<file path="config.mk">
export PLATFORM = sky130hd
export DESIGN_NAME = seq_div_unit
export DESIGN_NICKNAME = d
export VERILOG_FILES = /design/src/rtl/div_pkg.sv /design/src/rtl/div_step.sv /design/src/rtl/seq_div_unit.sv
export SDC_FILE = /design/constraint.sdc
export NUM_CORES = 1
export LEC_CHECK = 0
export CORE_MARGIN = 3
export CORE_UTILIZATION = 44
export CTS_CLUSTER_DIAMETER = 100
export DETAILED_ROUTE_END_ITERATION = 10
export SLEW_MARGIN = 20
export SYNTH_ARGS = -nofsm -noshare
export SYNTH_HDL_FRONTEND = slang
export SYNTH_SLANG_ARGS = --single-unit
export TNS_END_PERCENT = 20
</file>
<file path="constraint.sdc">
create_clock -name clk -period 3.6 [get_ports clk]
set_input_delay 0.72 -clock clk [delete_from_list [all_inputs] [get_ports clk]]
set_output_delay 0.72 -clock clk [all_outputs]
set_load 0.05 [all_outputs]
</file>
<file path="src/rtl/div_pkg.sv">
// Shared definitions for the sequential divider: op encodings (funct3[1:0]) and FSM state type.
// Optional feature macro used by the top: DIV_FAST_SPECIAL_EN.
package div_pkg;

    localparam logic [1:0] DIV  = 2'b00;
    localparam logic [1:0] DIVU = 2'b01;
    localparam logic [1:0] REM  = 2'b10;
    localparam logic [1:0] REMU = 2'b11;

    typedef enum logic [1:0] {
        IDLE = 2'd0,
        CALC = 2'd1,
        FIX  = 2'd2,
        DONE = 2'd3
    } div_state_e;

    function automatic logic op_is_signed(input logic [1:0] op);
        return ~op[0];
    endfunction

    function automatic logic op_is_rem(input logic [1:0] op);
        return op[1];
    endfunction

endpackage

</file>
<file path="src/rtl/div_step.sv">
// One radix-2 restoring division iteration: shift {rem,quo} left, trial-subtract, restore on borrow.
module div_step #(
    parameter int XLEN = 32
) (
    input  logic [XLEN:0]   rem,
    input  logic [XLEN-1:0] quo,
    input  logic [XLEN:0]   dvsr,
    output logic [XLEN:0]   rem_next,
    output logic [XLEN-1:0] quo_next
);

    logic [XLEN:0]   rem_sh;
    logic [XLEN+1:0] diff;
    logic            ge;
    logic            unused_bits;

    // The partial remainder is always below the divisor, so its top bit never carries information.
    assign unused_bits = rem[XLEN];

    always_comb begin
        rem_sh = {rem[XLEN-1:0], quo[XLEN-1]};
        diff   = {1'b0, rem_sh} - {1'b0, dvsr};
        ge     = ~diff[XLEN+1];
        if (ge) begin
            rem_next = diff[XLEN:0];
            quo_next = {quo[XLEN-2:0], 1'b1};
        end else begin
            rem_next = rem_sh;
            quo_next = {quo[XLEN-2:0], 1'b0};
        end
    end

endmodule

</file>
<file path="src/rtl/seq_div_unit.sv">
// Multi-cycle RISC-V style DIV/DIVU/REM/REMU unit (IDLE -> CALC x XLEN -> FIX -> DONE).
// Optional macro DIV_FAST_SPECIAL_EN: divide-by-zero and signed overflow skip CALC.
module seq_div_unit
    import div_pkg::*;
#(
    parameter int XLEN = 32
) (
    input  logic            clk,
    input  logic            rst,
    input  logic            start_i,
    input  logic [1:0]      op_i,
    input  logic [XLEN-1:0] a_i,
    input  logic [XLEN-1:0] b_i,
    output logic            busy_o,
    output logic            done_o,
    output logic [XLEN-1:0] result_o,
    output logic [1:0]      dbg_state_o
);

    // Handshake: start_i is taken only in IDLE (busy_o=0 and not DONE); busy_o covers CALC and FIX;
    // done_o pulses for one cycle with result_o valid, and result_o then holds until the next DONE.

    localparam int             CW       = $clog2(XLEN + 1);
    localparam logic [CW-1:0]  CNT_INIT = CW'(XLEN);
    localparam logic [CW-1:0]  CNT_ONE  = CW'(1);

    div_state_e      state;
    logic [CW-1:0]   cnt;
    logic [1:0]      op_q;
    logic            neg_q_f;
    logic            neg_r_f;
    logic            dz_f;
    logic [XLEN:0]   rem_q;
    logic [XLEN:0]   dvsr_q;
    logic [XLEN-1:0] quo_q;
    logic [XLEN-1:0] res_q;

    logic            sgn;
    logic [XLEN:0]   a_ext;
    logic [XLEN:0]   b_ext;
    logic [XLEN:0]   a_mag;
    logic [XLEN:0]   b_mag;
    logic            div_zero;
    logic            fast;
    logic [XLEN-1:0] fast_quo;
    logic [XLEN:0]   fast_rem;
    logic [XLEN:0]   step_rem;
    logic [XLEN-1:0] step_quo;
    logic [XLEN-1:0] q_fix;
    logic [XLEN:0]   r_fix;
    logic [XLEN-1:0] fix_res;
    logic            unused_bits;

    // Operands widened by one bit so |-2^(XLEN-1)| is representable.
    always_comb begin
        sgn      = op_is_signed(op_i);
        a_ext    = {sgn & a_i[XLEN-1], a_i};
        b_ext    = {sgn & b_i[XLEN-1], b_i};
        a_mag    = a_ext[XLEN] ? -a_ext : a_ext;
        b_mag    = b_ext[XLEN] ? -b_ext : b_ext;
        div_zero = (b_i == '0);
        fast_quo = div_zero ? '1 : a_mag[XLEN-1:0];
        fast_rem = div_zero ? a_mag : '0;
    end

`ifdef DIV_FAST_SPECIAL_EN
    logic ovf;
    assign ovf  = sgn && (a_i == {1'b1, {(XLEN-1){1'b0}}}) && (b_i == '1);
    assign fast = div_zero | ovf;
`else
    assign fast = 1'b0;
`endif

    div_step #(.XLEN(XLEN)) u_step (
        .rem      (rem_q),
        .quo      (quo_q),
        .dvsr     (dvsr_q),
        .rem_next (step_rem),
        .quo_next (step_quo)
    );

    // A zero divisor must yield all ones regardless of operand signs.
    always_comb begin
        q_fix   = dz_f ? '1 : (neg_q_f ? -quo_q : quo_q);
        r_fix   = neg_r_f ? -rem_q : rem_q;
        fix_res = op_is_rem(op_q) ? r_fix[XLEN-1:0] : q_fix;
    end

    assign unused_bits = r_fix[XLEN];

    always_ff @(posedge clk) begin
        if (rst) begin
            state    <= IDLE;
            cnt      <= '0;
            op_q     <= '0;
            neg_q_f  <= 1'b0;
            neg_r_f  <= 1'b0;
            dz_f     <= 1'b0;
            rem_q    <= '0;
            dvsr_q   <= '0;
            quo_q    <= '0;
            res_q    <= '0;
            result_o <= '0;
            done_o   <= 1'b0;
        end else begin
            done_o <= 1'b0;
            case (state)
                IDLE: begin
                    if (start_i) begin
                        op_q    <= op_i;
                        neg_q_f <= sgn & (a_i[XLEN-1] ^ b_i[XLEN-1]);
                        neg_r_f <= sgn & a_i[XLEN-1];
                        dz_f    <= div_zero;
                        dvsr_q  <= b_mag;
                        cnt     <= CNT_INIT;
                        if (fast) begin
                            rem_q <= fast_rem;
                            quo_q <= fast_quo;
                            state <= FIX;
                        end else begin
                            rem_q <= '0;
                            quo_q <= a_mag[XLEN-1:0];
                            state <= CALC;
                        end
                    end
                end
                CALC: begin
                    rem_q <= step_rem;
                    quo_q <= step_quo;
                    cnt   <= cnt - CNT_ONE;
                    if (cnt == CNT_ONE) begin
                        state <= FIX;
                    end
                end
                FIX: begin
                    res_q <= fix_res;
                    state <= DONE;
                end
                DONE: begin
                    result_o <= res_q;
                    done_o   <= 1'b1;
                    state    <= IDLE;
                end
                default: state <= IDLE;
            endcase
        end
    end

    assign busy_o      = (state == CALC) || (state == FIX);
    assign dbg_state_o = state;

endmodule

</file>
Yosys cells after proc, flatten, opt, wreduce, memory -nomap -nowiden
Index checks and enable logic that the tools add are counted.
{"block": "totals", "regBits": 175, "out_inout_bits": 36}
{"block": "op_classes", "add_sub_neg": 6, "eq_ne": 6, "n_mux": 18, "bitwise_logic": 5, "n_reduce_logical": 7}
{"cell": "$mux 32", "n": 8}
{"cell": "$pmux 32 s2", "n": 2}
{"cell": "$neg 32->32", "n": 3}
{"cell": "$sub 33x33->34", "n": 1}
{"cell": "$mux 33", "n": 1}
{"cell": "$neg 33->33", "n": 1}
{"cell": "$logic_not 32->1", "n": 1}
{"cell": "$pmux 6 s2", "n": 1}
{"cell": "$pmux 2 s4", "n": 1}
{"cell": "$eq 6x1->1 const B", "n": 1}
{"cell": "$mux 6", "n": 1}
{"cell": "$reduce_and 2->1", "n": 3}
{"cell": "$sub 6x1->6 const B", "n": 1}
{"cell": "$eq 2x2->1 const B", "n": 2}
{"cell": "$mux 2", "n": 2}
{"cell": "$ne 2x2->1 const B", "n": 2}
{"cell": "$and 1x1->1", "n": 3}
{"cell": "$eq 2x1->1 const B", "n": 1}
{"cell": "$logic_not 2->1", "n": 1}
{"cell": "$mux 1", "n": 2}
{"cell": "$reduce_bool 2->1", "n": 1}
{"cell": "$logic_or 1x1->1", "n": 1}
{"cell": "$not 1->1", "n": 1}
{"cell": "$xor 1x1->1", "n": 1}

Longest topological paths before layout
{"block": "depth", "ltp_word": 5, "depth_mapped": 14, "ltp_nobuf": 13}

Hierarchy
A second synthesis with hierarchy kept.
{"block": "unflattened", "hier_cells": 1472, "area_unflattened_um2": 11740.0}
{"module": "seq_div_unit", "instances": 1, "cells_each": 1130, "area_per_inst_um2": 9434.0, "seq_area_each_um2": 3503.4}
{"module": "div_step", "instances": 1, "cells_each": 342, "area_per_inst_um2": 2306.0, "seq_area_each_um2": 0.0}

Worst setup path before layout
Ideal clock, no wire load.
{"block": "synth_timing", "path_type": "flip-flop to flip-flop", "from": "reg quo_q[31]", "to": "reg rem_q[26]", "setup_ps": 117, "arrival_ps": 2834, "setup_slack_ps": 650, "stages_incl_launch_ff": 14, "path_buffers": 0, "synth_period_minus_slack_ps": 2950, "cell_sequence": "dfxtp_1 -> inv_1 -> ha_1 -> inv_1 -> fa_1 -> a211oi_1 -> o21ai_0 -> a311oi_1 -> nor3_1 -> o31ai_1 -> o21ai_0 -> xnor2_1 -> o21ai_0 -> a22o_1"}
{"block": "synth_via", "elab_chain_cells": 3}
{"element": "from (decl)", "line": "seq_div_unit.sv:35", "source": "logic [XLEN-1:0] quo_q;"}
{"element": "from (signal assigned)", "line": "seq_div_unit.sv:118", "source": "quo_q <= fast_quo;"}
{"element": "from (signal assigned)", "line": "seq_div_unit.sv:122", "source": "quo_q <= a_mag[XLEN-1:0];"}
{"element": "from (signal assigned)", "line": "seq_div_unit.sv:129", "source": "quo_q <= step_quo;"}
{"element": "$sub 33x33->34", "line": "div_step.sv:22", "source": "diff = {1'b0, rem_sh} - {1'b0, dvsr};"}
{"element": "$mux 32", "line": "div_step.sv:24", "source": "if (ge) begin"}
{"element": "$pmux 32 s2", "line": "seq_div_unit.sv:107", "source": "case (state)"}
{"element": "to (signal assigned)", "line": "seq_div_unit.sv:117", "source": "rem_q <= fast_rem;"}
{"element": "to (signal assigned)", "line": "seq_div_unit.sv:128", "source": "rem_q <= step_rem;"}
{"element": "to (decl)", "line": "seq_div_unit.sv:33", "source": "logic [XLEN:0] rem_q;"}
No other way between the ends.
A chain may end at the register's enable or synchronous reset.

Worst setup path in the final report
{"block": "layout_timing", "from": "reg rem_q[9]", "to": "reg quo_q[0]"}
{"block": "layout_via", "elab_chain_cells": 3}
{"element": "$sub 33x33->34", "line": "div_step.sv:22"}
{"element": "$mux 1", "line": "div_step.sv:24"}
{"element": "$pmux 32 s2", "line": "seq_div_unit.sv:107"}
No other way between the ends.

==> metrics.md <==
| Metric | Value |
|---|---|
| Synth Instances | approximately 1300 |
| Post-CTS Hold Buffers | 0 |
| Clock Tree Buf Depth | 2 |
| Post-CTS sizing | 0 |
| ANT cells | 0 |
| Die width | 163 µm |
| Post-synth top flop | dfxtp_1 |
| CP Data Arrival Time | ~3.6 ns |
| Post-synth ARST share | 0% |
| Post-route ant nets | 0 |
| I/O pin cnt | roughly 110 |
| CTS tree | done |
| DRT Pass-1 Iters | 6 |
| Endpoints failing setup | 0 |
| Root Buffer Master | clkbuf_16 |
| Finished Layout Cells | roughly 1700 |
| DRC Markers | 0 |
| Detailed-route via count | between 9000 and 10000 |
| GRT Overall Usage | between 20% and 30% |
| Outcome | finished clean |
| Setup ws final | between 0.3 and 0.4 ns |
| Top cells by area, synth | dfxtp_1, xor2_1, nor2_1 |
| Cell taking the most area after synthesis | dfxtp_1 |
| YS warnings | 0 |
| Core area | between 20000 and 25000 µm² |
| Crit-path max FO | 8 |
| First-pass GRT wire length | roughly 48000 µm |
| Crit path kind | reg2reg |
| Setup TNS Final | 0 ns |
| Clock sink total | between 150 and 200 |
| Most frequent cells in the layout | dfxtp_1, nor2_1, clkdlybuf4s50_1 |
| Post-DP Area | 12300 µm² |
| Vias in the first global route | ~9300 |
| Initial drt markers | about 830 |
| Clock network power share | 25.6% |
| Final Hold Violating Endpoints | 0 |
| PnR Total Power | a little over 7 mW |
| Clk_skew | approximately 0.015 ns |
| Synth Area per Inst | between 8 and 9 µm² |
| Fin. max-slew vios | 0 |
| Synthesized flop and latch total | about 170 |
| Seq. cell area | around 3500 µm² |
| Total congestion overflow | 0 |
| Crit end category | flip-flop |
| Multi-input gate area | 6830 µm² |
| Worst-margin pin slew | 1.11 ns |
| Commonest non-fill, non-tap cell in the layout | dfxtp_1 |
| Peak supply drop | approximately 0.00065 V |
| Worst skew pair latency | roughly 0.44 ns |
| RSZ-0062 raised after global routing | false |
| Synth cell types | between 60 and 70 |
| P per Cell Area | between 500 and 600 nW/µm² |
| I/O Buffers | around 100 |
| Sw Share | around 41% |
| Clock-pin transition on the worst setup and hold timing paths | ~0.070 ns |
| Post-route clock period utilization | 90.8% |
| GPL Wtd Cong | 0.895 |
| Num CTS Buffers | 17 |
| Sw power | about 2.9 mW |
| Vias per Instance | between 5 and 6 |
| Syn Nets | 1447 |
| Period minus WS final | between 3 and 4 ns |
| Comb pwr share | about two fifths |
| Depth of the CTS H-tree | 4 |
| WL/cell | 16.7 µm |
| Max-Cap Viols | 0 |
| Initial antenna violation count | 0 |
| Sequential area share after synthesis | roughly a third |
| CP startpoint kind | flip-flop |
| Design area | between 10000 and 15000 µm² |
| Top cell type's share of synthesized area | roughly a third |
| Sequential power share | about 34% |
| Area delta synth->final | 18.7% |
| # fillers | 2314 |
| # rows | 56 |
| Post-placement cell count | between 1500 and 2000 |
| Min Hold Slack | 0.450 ns |
| Fmax | 306 MHz |
| Pin count of the biggest net entering global routing | 84 |
| Fin nets | approximately 1500 |
| Finished Core Util | 54.0% |
| Slew margin rel. | 25.8% |
| Die Span Y | about 160 µm |
| Post-DP HPWL | ~22000 µm |
| Worst EP required | 3.89 ns |
| EDFF count, synth | 0 |
| Share of layout cells above drive strength 1 | under 10% |
| Post-place setup slack | ~0.044 ns |
| Post-Syn Area | about 11000 µm² |
| Hold Path Class | reg2reg |
| P_int | about 4.3 mW |
| Leak pwr | about 4.9 nW |
| Initial Util | a little under half |
| Postcts setup bufs | 0 |
| Routed WL | around 29000 µm |
| Die footprint | about 27000 µm² |
[power groups by stage]
| stage | registers, mW | logic, mW | clock network (mW) |
|---|---|---|---|
| after floorplan | 2.47 | 2.11 | 0 |
| after global placement | 2.51 | 2.87 | 0 |
| after detailed placement | 2.51 | 2.87 | 0 |
| after CTS | 2.47 | 2.89 | 1.88 |
| after global routing | 2.52 | 3.24 | 1.97 |
| final | 2.47 | 2.90 | 1.85 |
[final cells by class]
cell class / count / share of cell area (%)
clock inverters: 15 / 1.30
repair buffers: 143 / 10.5
multi-input cells: 1020 / 53.1
inverters: 55 / 1.61
clock buffers: 17 / 3.31
flip-flops and latches: 174 / 27.1
well taps: 319 / 3.11
[layer usage]
layer / GRT usage (%) / routed length, µm / vias to the layer above
met4: 4.73 / 338 / 0
met3: 3.33 / 1280 / 20
li1: - / - / 5047
met1: 31.9 / 14400 / 4666
met2: 35.0 / 13100 / 248
met5: 0 / 0 / -
[registers in the layout, summed over array words and instances, names as in the netlist]
| signal | count |
|---|---|
| dvsr_q | 33 |
| quo_q | 32 |
| rem_q | 32 |
| res_q | 32 |
| result_o | 32 |
| cnt | 6 |
| dbg_state_o | 2 |
| done_o | 1 |
| dz_f | 1 |
| neg_q_f | 1 |
| neg_r_f | 1 |
| op_q | 1 |
[synthesized netlist by cell type (6+ instances only)]
cell and count:
a211oi_1 29, a21o_1 28, a21oi_1 84, a221oi_1 31, a222oi_1 31, a311oi_1 10, a31oi_1 7, a32oi_1 11
and3_1 7, buf_1 6, clkbuf_1 75, dfxtp_1 174, ha_1 43, inv_1 55, mux2i_1 40, nand2_1 85
nand2b_1 10, nand3_1 14, nand4_1 8, nor2_1 176, nor2b_1 9, nor3_1 25, nor4_1 13, o21ai_0 89
o31ai_1 20, o41ai_1 18, or3_1 16, or4_1 9, xnor2_1 49, xor2_1 92
[worst max-delay path, stage by stage, from the launching register on]
cell	delay, ns
dfxtp_1	0.52
ha_1	0.39
a21o_1	0.23
a21o_1	0.17
a221o_1	0.29
nor2_1	0.30
o21ba_2	0.26
o31a_1	0.35
inv_1	0.21
a222oi_1	0.34
nor2_1	0.06
[path summary, 6_finish.rpt]
path / start / to / slack [ns] / depth (start not counted)
min reg2reg: dvsr_q[32] / dvsr_q[32] / 0.45 / 2
max reg2reg: rem_q[9] / quo_q[0] / 0.33 / 10
max: rem_q[9] / quo_q[0] / 0.33 / 10
min: dvsr_q[32] / dvsr_q[32] / 0.45 / 2
[cell families after synthesis]
logic type,synth area share [%]
AO/OA/AOI/OAI,25.3
buffers and inverters,4.90
adder cells (fa/ha/maj),5.15
XOR/XNOR,11.4
multiplexers,3.70
flip-flops,32.2
AND/OR/NAND/NOR,17.4
Note: power is estimated with default switching activity, not from simulation.
